[src/rtl/sdrc_req_splitter.sv]
// sdrc_req_splitter
//   Accepts one application request at a time and breaks it into bank-side
//   chunks. A chunk never crosses an SDRAM page (column) boundary, unless the
//   request is in wrap mode. Application addresses and lengths are counted in
//   application words. They are rescaled to SDR words according to the SDRAM
//   data width, then decoded into column, bank and row fields.
//
//   Optional feature: define SDRC_REQ_CHUNK_CAP_EN to also limit each chunk to
//   cfg_max_chunk SDR words. A value of 0 means no cap. When the macro is not
//   defined, cfg_max_chunk is ignored and no cap logic is built.
//
// Ports
//   clk, reset_n        : clock (rising edge) and asynchronous active-low reset
//   cfg_colbits         : column width, 8 + cfg_colbits bits
//   sdr_width           : SDRAM width (00=32b, 01=16b, 1x=8b); sets address/length scaling
//   cfg_max_chunk       : chunk length cap in SDR words (only with the macro above)
//   req, req_id, req_addr, req_len, req_wr_n, req_wrap : application request
//   req_ack             : combinational accept pulse, only in IDLE
//   r2x_idle            : splitter idle and no request pending
//   r2b_*               : registered chunk request towards the bank controller
//   b2r_ack, b2r_arb_ok : bank controller handshake
//   zero_len_drop       : one-cycle pulse when a zero-length request is dropped
module sdrc_req_splitter #(
  parameter int APP_AW = 26,
  parameter int APP_RW = 9,
  parameter int REQ_BW = 12,
  parameter int BA_W   = 2,
  parameter int ID_W   = 4
) (
  input  logic              clk,
  input  logic              reset_n,
  input  logic [1:0]        cfg_colbits,
  input  logic [1:0]        sdr_width,
  input  logic [REQ_BW-1:0] cfg_max_chunk,
  input  logic              req,
  input  logic [ID_W-1:0]   req_id,
  input  logic [APP_AW-1:0] req_addr,
  input  logic [APP_RW-1:0] req_len,
  input  logic              req_wr_n,
  input  logic              req_wrap,
  output logic              req_ack,
  output logic              r2x_idle,
  output logic              r2b_req,
  output logic [ID_W-1:0]   r2b_req_id,
  output logic              r2b_start,
  output logic              r2b_last,
  output logic              r2b_wrap,
  output logic              r2b_write,
  output logic [BA_W-1:0]   r2b_ba,
  output logic [12:0]       r2b_raddr,
  output logic [12:0]       r2b_caddr,
  output logic [REQ_BW-1:0] r2b_len,
  input  logic              b2r_ack,
  input  logic              b2r_arb_ok,
  output logic              zero_len_drop
);

  // The scaled address gains two bits, so that 8-bit SDRAM addressing wraps modulo 2^(APP_AW+2).
  localparam int SAW = APP_AW + 2;
  // Page remaining can reach 2048 (11 column bits), so the comparison needs at least 12 bits.
  localparam int MW  = (REQ_BW > 12) ? REQ_BW : 12;

  localparam logic [1:0] ST_IDLE  = 2'd0;
  localparam logic [1:0] ST_ISSUE = 2'd1;
  localparam logic [1:0] ST_DROP  = 2'd2;

  logic [1:0]        state_q, state_d;
  logic [SAW-1:0]    addr_q, addr_d;
  logic [REQ_BW-1:0] rem_q, rem_d;
  logic [1:0]        colbits_q, colbits_d;

  logic              r2b_req_q, r2b_req_d;
  logic [ID_W-1:0]   r2b_req_id_q, r2b_req_id_d;
  logic              r2b_start_q, r2b_start_d;
  logic              r2b_last_q, r2b_last_d;
  logic              r2b_wrap_q, r2b_wrap_d;
  logic              r2b_write_q, r2b_write_d;
  logic [BA_W-1:0]   r2b_ba_q, r2b_ba_d;
  logic [12:0]       r2b_raddr_q, r2b_raddr_d;
  logic [12:0]       r2b_caddr_q, r2b_caddr_d;
  logic [REQ_BW-1:0] r2b_len_q, r2b_len_d;

`ifdef SDRC_REQ_CHUNK_CAP_EN
  logic [REQ_BW-1:0] cap_q, cap_d;
  logic [REQ_BW-1:0] src_cap;
`else
  logic unused_cap;
  assign unused_cap = ^cfg_max_chunk;
`endif

  logic              ack;
  logic [1:0]        sh;
  logic [SAW-1:0]    s_addr;
  logic [REQ_BW-1:0] s_len;

  logic [SAW-1:0]    src_addr;
  logic [REQ_BW-1:0] src_rem;
  logic [1:0]        src_colbits;
  logic              src_wrap;

  logic [3:0]        cbits;
  logic [MW-1:0]     page_rem;
  logic [MW-1:0]     clen;
  logic [12:0]       ch_caddr;
  logic [BA_W-1:0]   ch_ba;
  logic [12:0]       ch_raddr;
  logic [REQ_BW-1:0] ch_len;
  logic              ch_last;

  // Accept only in IDLE. Reset is included so that req_ack stays low during reset.
  assign ack           = reset_n & (state_q == ST_IDLE) & req & b2r_arb_ok;
  assign req_ack       = ack;
  assign r2x_idle      = (state_q == ST_IDLE) & ~req;
  assign zero_len_drop = (state_q == ST_DROP);

  // Convert the incoming request from application words to SDR words.
  always_comb begin
    case (sdr_width)
      2'b00:   sh = 2'd0;
      2'b01:   sh = 2'd1;
      default: sh = 2'd2;
    endcase
    s_addr = SAW'(req_addr) << sh;
    s_len  = REQ_BW'(req_len) << sh;
  end

  // Select where the next chunk comes from. In IDLE it comes from the incoming
  // request. In ISSUE it comes from the held state, advanced past the chunk
  // that is currently being acknowledged.
  always_comb begin
    if (state_q == ST_ISSUE) begin
      src_addr    = addr_q + SAW'(r2b_len_q);
      src_rem     = rem_q - r2b_len_q;
      src_colbits = colbits_q;
      src_wrap    = r2b_wrap_q;
`ifdef SDRC_REQ_CHUNK_CAP_EN
      src_cap     = cap_q;
`endif
    end else begin
      src_addr    = s_addr;
      src_rem     = s_len;
      src_colbits = cfg_colbits;
      src_wrap    = req_wrap;
`ifdef SDRC_REQ_CHUNK_CAP_EN
      src_cap     = cfg_max_chunk;
`endif
    end
  end

  // Decode the address into column, bank and row, then size the chunk.
  // Wrap mode sends the whole request as one chunk and lets the bank side
  // wrap inside the page.
  always_comb begin
    cbits    = 4'd8 + {2'b00, src_colbits};
    ch_caddr = 13'(src_addr) & ((13'd1 << cbits) - 13'd1);
    ch_ba    = BA_W'(src_addr >> cbits);
    ch_raddr = 13'(src_addr >> (cbits + 4'(BA_W)));
    page_rem = (MW'(1) << cbits) - MW'(ch_caddr);
    clen     = MW'(src_rem);
    if (!src_wrap) begin
      if (page_rem < clen) clen = page_rem;
`ifdef SDRC_REQ_CHUNK_CAP_EN
      if ((src_cap != '0) && (MW'(src_cap) < clen)) clen = MW'(src_cap);
`endif
    end
    ch_len  = REQ_BW'(clen);
    ch_last = (ch_len == src_rem);
  end

  // Request sequencing. When a chunk is loaded, the r2b fields for that chunk
  // are captured together. The bank side then sees them one cycle after
  // req_ack, or one cycle after b2r_ack.
  always_comb begin
    state_d      = state_q;
    addr_d       = addr_q;
    rem_d        = rem_q;
    colbits_d    = colbits_q;
    r2b_req_d    = r2b_req_q;
    r2b_req_id_d = r2b_req_id_q;
    r2b_start_d  = r2b_start_q;
    r2b_last_d   = r2b_last_q;
    r2b_wrap_d   = r2b_wrap_q;
    r2b_write_d  = r2b_write_q;
    r2b_ba_d     = r2b_ba_q;
    r2b_raddr_d  = r2b_raddr_q;
    r2b_caddr_d  = r2b_caddr_q;
    r2b_len_d    = r2b_len_q;
`ifdef SDRC_REQ_CHUNK_CAP_EN
    cap_d        = cap_q;
`endif

    case (state_q)
      ST_IDLE: begin
        if (ack) begin
          colbits_d    = cfg_colbits;
          r2b_wrap_d   = req_wrap;
          r2b_write_d  = ~req_wr_n;
          r2b_req_id_d = req_id;
`ifdef SDRC_REQ_CHUNK_CAP_EN
          cap_d        = cfg_max_chunk;
`endif
          if (s_len == '0) begin
            state_d = ST_DROP;
          end else begin
            state_d     = ST_ISSUE;
            r2b_req_d   = 1'b1;
            r2b_start_d = 1'b1;
            addr_d      = src_addr;
            rem_d       = src_rem;
            r2b_caddr_d = ch_caddr;
            r2b_ba_d    = ch_ba;
            r2b_raddr_d = ch_raddr;
            r2b_len_d   = ch_len;
            r2b_last_d  = ch_last;
          end
        end
      end
      ST_DROP: begin
        state_d = ST_IDLE;
      end
      ST_ISSUE: begin
        if (b2r_ack) begin
          if (src_rem == '0) begin
            state_d     = ST_IDLE;
            r2b_req_d   = 1'b0;
            r2b_start_d = 1'b0;
            r2b_last_d  = 1'b0;
          end else begin
            r2b_start_d = 1'b0;
            addr_d      = src_addr;
            rem_d       = src_rem;
            r2b_caddr_d = ch_caddr;
            r2b_ba_d    = ch_ba;
            r2b_raddr_d = ch_raddr;
            r2b_len_d   = ch_len;
            r2b_last_d  = ch_last;
          end
        end
      end
      default: begin
        state_d   = ST_IDLE;
        r2b_req_d = 1'b0;
      end
    endcase
  end

  // All state and every registered output clears on reset. Any chunks still pending are discarded.
  always_ff @(posedge clk or negedge reset_n) begin
    if (!reset_n) begin
      state_q      <= ST_IDLE;
      addr_q       <= '0;
      rem_q        <= '0;
      colbits_q    <= '0;
      r2b_req_q    <= 1'b0;
      r2b_req_id_q <= '0;
      r2b_start_q  <= 1'b0;
      r2b_last_q   <= 1'b0;
      r2b_wrap_q   <= 1'b0;
      r2b_write_q  <= 1'b0;
      r2b_ba_q     <= '0;
      r2b_raddr_q  <= '0;
      r2b_caddr_q  <= '0;
      r2b_len_q    <= '0;
`ifdef SDRC_REQ_CHUNK_CAP_EN
      cap_q        <= '0;
`endif
    end else begin
      state_q      <= state_d;
      addr_q       <= addr_d;
      rem_q        <= rem_d;
      colbits_q    <= colbits_d;
      r2b_req_q    <= r2b_req_d;
      r2b_req_id_q <= r2b_req_id_d;
      r2b_start_q  <= r2b_start_d;
      r2b_last_q   <= r2b_last_d;
      r2b_wrap_q   <= r2b_wrap_d;
      r2b_write_q  <= r2b_write_d;
      r2b_ba_q     <= r2b_ba_d;
      r2b_raddr_q  <= r2b_raddr_d;
      r2b_caddr_q  <= r2b_caddr_d;
      r2b_len_q    <= r2b_len_d;
`ifdef SDRC_REQ_CHUNK_CAP_EN
      cap_q        <= cap_d;
`endif
    end
  end

  assign r2b_req    = r2b_req_q;
  assign r2b_req_id = r2b_req_id_q;
  assign r2b_start  = r2b_start_q;
  assign r2b_last   = r2b_last_q;
  assign r2b_wrap   = r2b_wrap_q;
  assign r2b_write  = r2b_write_q;
  assign r2b_ba     = r2b_ba_q;
  assign r2b_raddr  = r2b_raddr_q;
  assign r2b_caddr  = r2b_caddr_q;
  assign r2b_len    = r2b_len_q;

endmodule

[config.mk]
export PLATFORM = sky130hd
export DESIGN_NAME = sdrc_req_splitter
export DESIGN_NICKNAME = d
export VERILOG_FILES = /design/src/rtl/sdrc_req_splitter.sv
export SDC_FILE = /design/constraint.sdc
export NUM_CORES = 1
export LEC_CHECK = 0
export ABC_CLOCK_PERIOD_IN_PS = 5700
export CAP_MARGIN = 20
export CORE_ASPECT_RATIO = 0.75
export CORE_MARGIN = 10
export CORE_UTILIZATION = 45
export DETAILED_ROUTE_END_ITERATION = 16
export HOLD_SLACK_MARGIN = 0.08
export PLACE_DENSITY_LB_ADDON = 0.25
export SKIP_CTS_REPAIR_TIMING = 1
export SLEW_MARGIN = 25
export SYNTH_ARGS = -nofsm -noshare
export SYNTH_HDL_FRONTEND = slang
export SYNTH_SLANG_ARGS = --single-unit
[constraint.sdc]
create_clock -name clk -period 5.7 [get_ports clk]
set_clock_uncertainty 0.1 [all_clocks]
set_input_delay 0.57 -clock clk [delete_from_list [all_inputs] [get_ports clk]]
set_output_delay 0.57 -clock clk [all_outputs]
set_load 0.005 [all_outputs]
==> run summary, run 1 <==
Global routing used 20.47% of the available tracks. Yosys attributes the largest share of cell area to dfrtp_1 (27%), nand2_1 (7.1%), ha_1 (6.5%), mux2i_1 (5.1%), nor2_1 (4.9%). The number of synthesized register bits is 83, and the largest stage delay on the critical path is 0.51 ns. The worst hold path class is in -> async. The per-instance average area after synthesis is 7.854 sq um, and the pin count of the biggest net entering global routing is 69. Summing all multi-input logic gate instances after layout gives 5180 sq um. The DRC violation total after the first TritonRoute iteration was 829. The highest layer touched by signal routing is met4. The max-capacitance violation count was 0; the worst slack at placement was 0.5479 ns. The total routed wire length on the met1 layer was 12520 um; the number of placement rows was 41. Counting both buffers and inverters, the worst setup path holds a total of 2. The net count reported at finish came out at 1147. The count of synthesis-stage warnings from yosys was 0. The tools report the share of the yosys chip area belonging to registers as 26.87%.

The worst setup path is captured at a register. Setup repair after global routing left no endpoint under its margin. For this configuration, the core starts out at a cell density of 45.93%.

For the count of H-tree levels built during CTS, the log shows 3. For the number of optimization iterations in the first detailed-route pass, the log shows 5. The count of buffers inserted at the top-level ports came out at 101. The worst-case headroom to the max-slew limit is 42.53%. The pin slew with the least headroom to its limit came out at 0.8541 ns. For this block, the routed nets add up to 23730 um of wire.

The die extent in y is 133.5 um. The post-route fraction of the period consumed by the critical path is 92.39%. The kind of cell adding the most delay to the critical path was compound AO/OA/AOI/OAI gates. Setup total negative slack on the finished layout was measured at 0 ns. The worst register-to-register path has a depth of 20. dfrtp_1 takes more of the synthesized area than any other cell.

The growth of design area from synthesis to finish works out to 17.86%. The number of nets handed over by synthesis was 1088. After detailed routing, the number of vias per cell comes to 5.933.

The maximum number of buffers from clock root to sink was 2. The largest fanout on the critical path came out at 16. Cell type of the slowest stage on the worst timing path: a2111oi_0. TritonCTS built the clock tree.

The met3 wire length came out at 2407 um. For the global placement routability congestion, the log shows 0.9166. For the full die area, the log shows 22870 sq um. Walking the worst path, the cells encountered are ha_1 -> fa_1 -> a211o_1 -> a221oi_4 -> a31oi_1 -> a2111oi_0 -> o2111ai_1 -> and2_1 -> xor2_1 -> ha_1 -> a21oi_1 -> nor2b_1 -> o21ai_0 -> nand4b_1 -> nor3_2 -> buf_4 -> buf_4 -> nor2_1 -> a211oi_1 -> a21oi_1. The netlist uses 84 different library cells.

Static timing analysis puts the maximum clock frequency at 0.1899 GHz. At the worst endpoint, the arrival time is 5.41 ns. Setup slack of the worst register-to-register path: 0.43 ns. For the worst-skew pair, the clock arrives at the later sink with an insertion delay of 0.36 ns. Buffers inserted during clock tree synthesis total 9.

The tools report the initial antenna violation count as 0. After layout, the worst setup slack is 0.4335 ns. Clock-pin slew was measured on the worst setup and hold paths at 0.07 ns.

For this run the aggregate overflow at the end of global routing stands at 0. The number of antenna diodes is 0, and the share of cells above drive strength 1 is 6.584%. Setup violations remaining at the end of the flow were counted as 0. 114 I/O pins were placed. For this run, design rule violations remaining after detail routing come to 0. Total clock sinks: 83.

For the number of global-route vias before repair, the log shows 6725. Final number of hold-violating endpoints: 0. The number of filler cells placed in the layout is 1631. The post-route minimum period is 5.267 ns. In the final routed layout, each cell accounts on average for 18.79 um.

After detailed routing, the met2 layer carries 8578 um of wire. The global-route wire length before repair was 37340 um. After synthesis the cells add up to 7729 sq um. The die span in x works out to 171.3 um.

The detailed router placed 7493 vias in this run. The cell at the root of the clock tree was clkbuf_16. The number of pins with negative max-slew slack in the final report came out at 0. The tools report the required time of the worst setup path as 5.84 ns. The most used flip-flop cell after synthesis is dfrtp_1. Cell with the most instances after synthesis: nand2_1. The area of the core is 16830 sq um, and the post-layout utilization of the core is 54.13%. The startpoint kind of the worst setup timing path was a register. Fraction of registers with async set or reset after synthesis: 100.0%.

Summed over its instances, the top area cell type makes up 26.87% of the synthesized netlist area. After technology mapping, the gate count stands at 984. Counting flops with a built-in enable in the synthesized netlist gives 0. Once detail routing completed, the nets flagged for antenna violations numbered 0. The critical path runs through a total of 20 cells.

Sorting the synthesized cells by how often they occur yields nand2_1 (147), nor2_1 (100), dfrtp_1 (83). The HPWL after detailed placement was 17670 um. Summing all flip-flop and latch instances after layout gives 2077 sq um. The run finished with clean final reports. The worst setup path is of the reg -> reg kind.
final cells by class:
type	instances	share of cell area, %
multi-input cells	798	56.87
flip-flops and latches	83	22.80
repair buffers	118	12.64
well taps	215	2.953
clock buffers	9	2.473
inverters	33	1.360
clock inverters	7	0.9066
final timing paths:
check | end | from
worst max-delay path | r2b_len[2] | r2b_len[0]
max in group asynchronous | addr_q[21] | reset_n
worst max register to register | r2b_len[2] | r2b_len[0]
worst min-delay path | addr_q[3] | reset_n
worst min register to register | r2b_req_id[0] | r2b_req_id[0]
min in group clk | r2b_req_id[0] | r2b_req_id[0]
stage by stage:
step | instance area, sq um | hold slack [ns] | cells
after floorplan | 7729 | 0.1744 | 984
after global placement | 8801 | 0.3563 | 1247
after detailed placement | 8801 | 0.3609 | 1247
after CTS | 9109 | 0.07935 | 1263
after global routing | 9109 | 0.09554 | 1263
final | 9109 | 0.06481 | 1263
cell usage in the layout, fill, tap and decap left out, types with 22 or more instances in the layout:
cell type and n:
o21ai_1 36, o21ai_0 61, dfrtp_1 83, a21oi_1 68
nand2_1 147, nor3_1 22, ha_1 40, inv_1 31
mux2i_1 39, nor2_1 100, xnor2_1 28, clkdlybuf4s50_1 98
kinds of logic (layout without fill, tap and decap cells):
group | Yosys count | after routing | synth area share [%]
muxes | 51 | 51 | 6.832
buffers and inverters | 103 | 167 | 6.411
DFF | 83 | 83 | 26.87
adders and majority gates | 42 | 42 | 6.994
and+or+nand+nor | 361 | 361 | 21.26
xor gates and xnor gates | 44 | 44 | 5.423
AOI/OAI and AO/OA | 300 | 300 | 26.21
state kept, by name (all words and copies together), names as in the netlist, 2 cells and up:
register    flops
state_q         2
rem_q          12
addr_q         26
colbits_q       2
r2b_ba          2
r2b_caddr       5
r2b_raddr      13
r2b_req_id      4
r2b_len        12
metal layers:
metal	up-vias	global-route usage [%]
met5	-	0
met4	0	3.614
li1	3667	-
met2	303	24.53
met1	3503	32.92
met3	20	7.202
Power of run 1 is left out: the tool's default activity adds up to more than one toggle a clock period on the data nets, which glitch-free logic cannot reach.
==> inputs of run 2 (changes only) <==
--- a/config.mk
+++ b/config.mk
@@ -14,7 +14,7 @@
 export HOLD_SLACK_MARGIN = 0.08
 export PLACE_DENSITY_LB_ADDON = 0.25
 export SKIP_CTS_REPAIR_TIMING = 1
-export SLEW_MARGIN = 25
+export SLEW_MARGIN = 20
 export SYNTH_ARGS = -nofsm -noshare
 export SYNTH_HDL_FRONTEND = slang
 export SYNTH_SLANG_ARGS = --single-unit
==> results of run 2 <==
No change in the layout: final DEF, timing and power equal those of run 1.
Power of run 2 is left out for the same reason.
==> inputs of run 3 (changes only) <==
--- a/config.mk
+++ b/config.mk
@@ -9,7 +9,7 @@
 export CAP_MARGIN = 20
 export CORE_ASPECT_RATIO = 0.75
 export CORE_MARGIN = 10
-export CORE_UTILIZATION = 45
+export CORE_UTILIZATION = 48
 export DETAILED_ROUTE_END_ITERATION = 16
 export HOLD_SLACK_MARGIN = 0.08
 export PLACE_DENSITY_LB_ADDON = 0.25
==> run 3 against run 2 <==
  * Register-to-register slack gained 0.06 ns
  * Clock-buffer cell count stayed put
  * Sequential cell count stayed put
  * Global-route usage grew 1.2 points
  * Die area shrank 5.4%
  * Final cell count is 0.32% lower
  * Fmax grew 1.1%
  * Routed wire length decreased by 0.44%
  * Worst hold slack better by 0.0079 ns
  * Non-clock buffer count increased by 1
  * Via count increased by 0.55%
  * Largest cell class unchanged
==> run summary, run 3 (synthesis results as in run 1) <==
The flow ran to the end, and the final reports show no timing, DRC or antenna violations. 114 I/O pins were placed. The number of buffers added by the clock tree synthesis step was 9. The final routed wirelength across all metal layers was 23620 um; the post-route fraction of the period consumed by the critical path was 91.43%. The kind of critical path is reg -> reg. The worst setup path is launched from a register. Port buffering added 101 buffers. The run gives 0 as the max-capacitance violation count.

For the source-to-sink clock delay at the later pin of the worst-skew pair, the log shows 0.36 ns. Among all stages on the critical path, the largest delay is contributed by a2111oi_0. The count of cells in the finished layout, fillers not included, comes to 1259. The worst hold path belongs to the class in -> async. Setup repair after global routing left no endpoint under its margin. The register with the most flip-flops in the layout has 26 of them. The run gives 40 as the number of placement rows. The die covers 21630 sq um. The via density per instance is 5.984. Number of antenna diodes: 0. The kind of end point of the critical path is a register. For the post-placement cell count, the log shows 1243.

The number of global-route vias before repair came out at 6906. The growth of design area from synthesis to finish came out at 17.53%. The share of cells above drive strength 1 was 6.673%. In this run the standard cell core region covers 15920 sq um. The first global-routing pass estimated 38450 um of wire. Most heavily used metal layer in global routing: met1. Ranked by flip-flop count, first place goes to addr_q. The clock-pin slew on the worst setup and hold paths came out at 0.07 ns.

The H-tree was split into 3 levels. The buffer and inverter count on the worst path works out to 1. In the layout the commonest cells are nand2_1 (147), nor2_1 (100), clkdlybuf4s50_1 (98). Setup violations remaining at the end of the flow were counted as 0. For the met3 global-route usage, the log shows 5.769%. Worst slack at placement: 0.5919 ns. After routing, the total negative slack on setup checks comes to 0 ns. Once the floorplan was initialized, standard cells occupied 48.56% of the core. In this run the remaining antenna-violating nets after routing total 0. The library cell used most frequently in the layout, excluding fill and tap cells, is nand2_1. The number of pins with negative max-slew slack in the final report was 0; the pin count of the biggest net entering global routing was 70. The tools report the net count reported at finish as 1148. The number of optimization iterations in the first detailed-route pass was 5; the met1 capacity usage during global routing was 34.33%. The total overflow left after global routing is 0. The tools report the final number of hold-violating endpoints as 0. The critical path goes through ha_1 -> fa_1 -> a211o_1 -> a221oi_4 -> a31oi_1 -> a2111oi_0 -> o2111ai_1 -> a211o_1 -> nand2_1 -> xnor2_1 -> ha_1 -> nand4_1 -> nor4_1 -> nor3_2 -> buf_4 -> nor3b_1 -> a2111oi_2 -> nand4b_1 -> o21ai_1. The tools report the worst endpoint data arrival time as 5.39 ns. The cell at the root of the clock tree was clkbuf_16. At the pin with the least slew margin, the transition time is 0.8823 ns. TritonCTS built the clock tree.

The die span in x works out to 166.5 um. After detailed routing, the number of remaining DRC violations is 0. The die extent in y was 129.9 um. The worst-case headroom to the max-slew limit was 40.64%; the upper clock frequency limit was 0.1919 GHz. The DRC violation total after the first TritonRoute iteration came out at 967. The largest stage delay on the critical path is 0.45 ns. The cell family contributing the most delay on the critical path is compound AO/OA/AOI/OAI gates. Routed length per instance: 18.76 um. The tree built by TritonCTS fans out to 83 sinks.

The logs give 0.9482 for the global placement routability congestion and 0.4887 ns for the smallest setup slack after layout. Worst hold margin: 0.07271 ns. The logs give 5.88 ns for the required time of the worst setup path and 0 for the initial antenna violation count.

Summing over every cut layer, the via total after detailed routing is 7534. After legalization and detailed placement, the total HPWL measured 17590 um. In the global route stage, met2 resource usage came out at 28.11%. The clock passes through at most 2 buffers.

The aggregate global-route resource usage came out at 21.67%. The worst path in the final design needs a cycle of 5.211 ns, including I/O delays and setup. Of all nets on the critical path, the largest fanout is 9.
[run 3: worst register-to-register path: stages, from the launching register on]
cell	delay, ns
dfrtp_1	0.42
ha_1	0.24
fa_1	0.41
a211o_1	0.38
a221oi_4	0.36
a31oi_1	0.16
a2111oi_0	0.45
o2111ai_1	0.26
a211o_1	0.38
nand2_1	0.09
xnor2_1	0.09
ha_1	0.31
nand4_1	0.13
nor4_1	0.36
nor3_2	0.06
buf_4	0.17
nor3b_1	0.14
a2111oi_2	0.26
nand4b_1	0.18
o21ai_1	0.19
[run 3: cell type report]
class                           instances  area, sq um
Multi-Input combinational cell        798         5180
Clock buffer                            9        225.2
Tap cell                              210        262.8
Timing Repair Buffer                  119         1146
Inverter                               33        123.9
Sequential cell                        83         2077
Clock inverter                          7        68.82
Fill cell                            1484         6832
[run 3: worst paths after layout]
kind / startpoint / endpoint / slack [ns] / depth (start not counted)
setup / recovery: r2b_len[0] / r2b_last / 0.49 / 19
hold / removal: reset_n / addr_q[3] / 0.07 / 1
setup reg to reg: r2b_len[0] / r2b_last / 0.49 / 19
hold reg to reg: r2b_write / r2b_write / 0.38 / 2
max in group asynchronous: reset_n / addr_q[16] / 4.37 / 2
min in group clk: r2b_write / r2b_write / 0.38 / 2
[run 3: layer usage]
metal | vias up | routed length [um]
li1 | 3657 | -
met2 | 347 | 8681
met3 | 7 | 2539
met4 | 0 | 136
met5 | - | 0
met1 | 3523 | 12260
[run 3: metrics by stage]
| step | util, % | instance area, sq um |
|---|---|---|
| CTS | 57.08 | 9084 |
| global placement | 55.23 | 8790 |
| floorplan | - | 7729 |
| detailed placement | 55.23 | 8790 |
| finish | 57.08 | 9084 |
| global route | 57.08 | 9084 |
Power of run 3 is left out for the same reason.
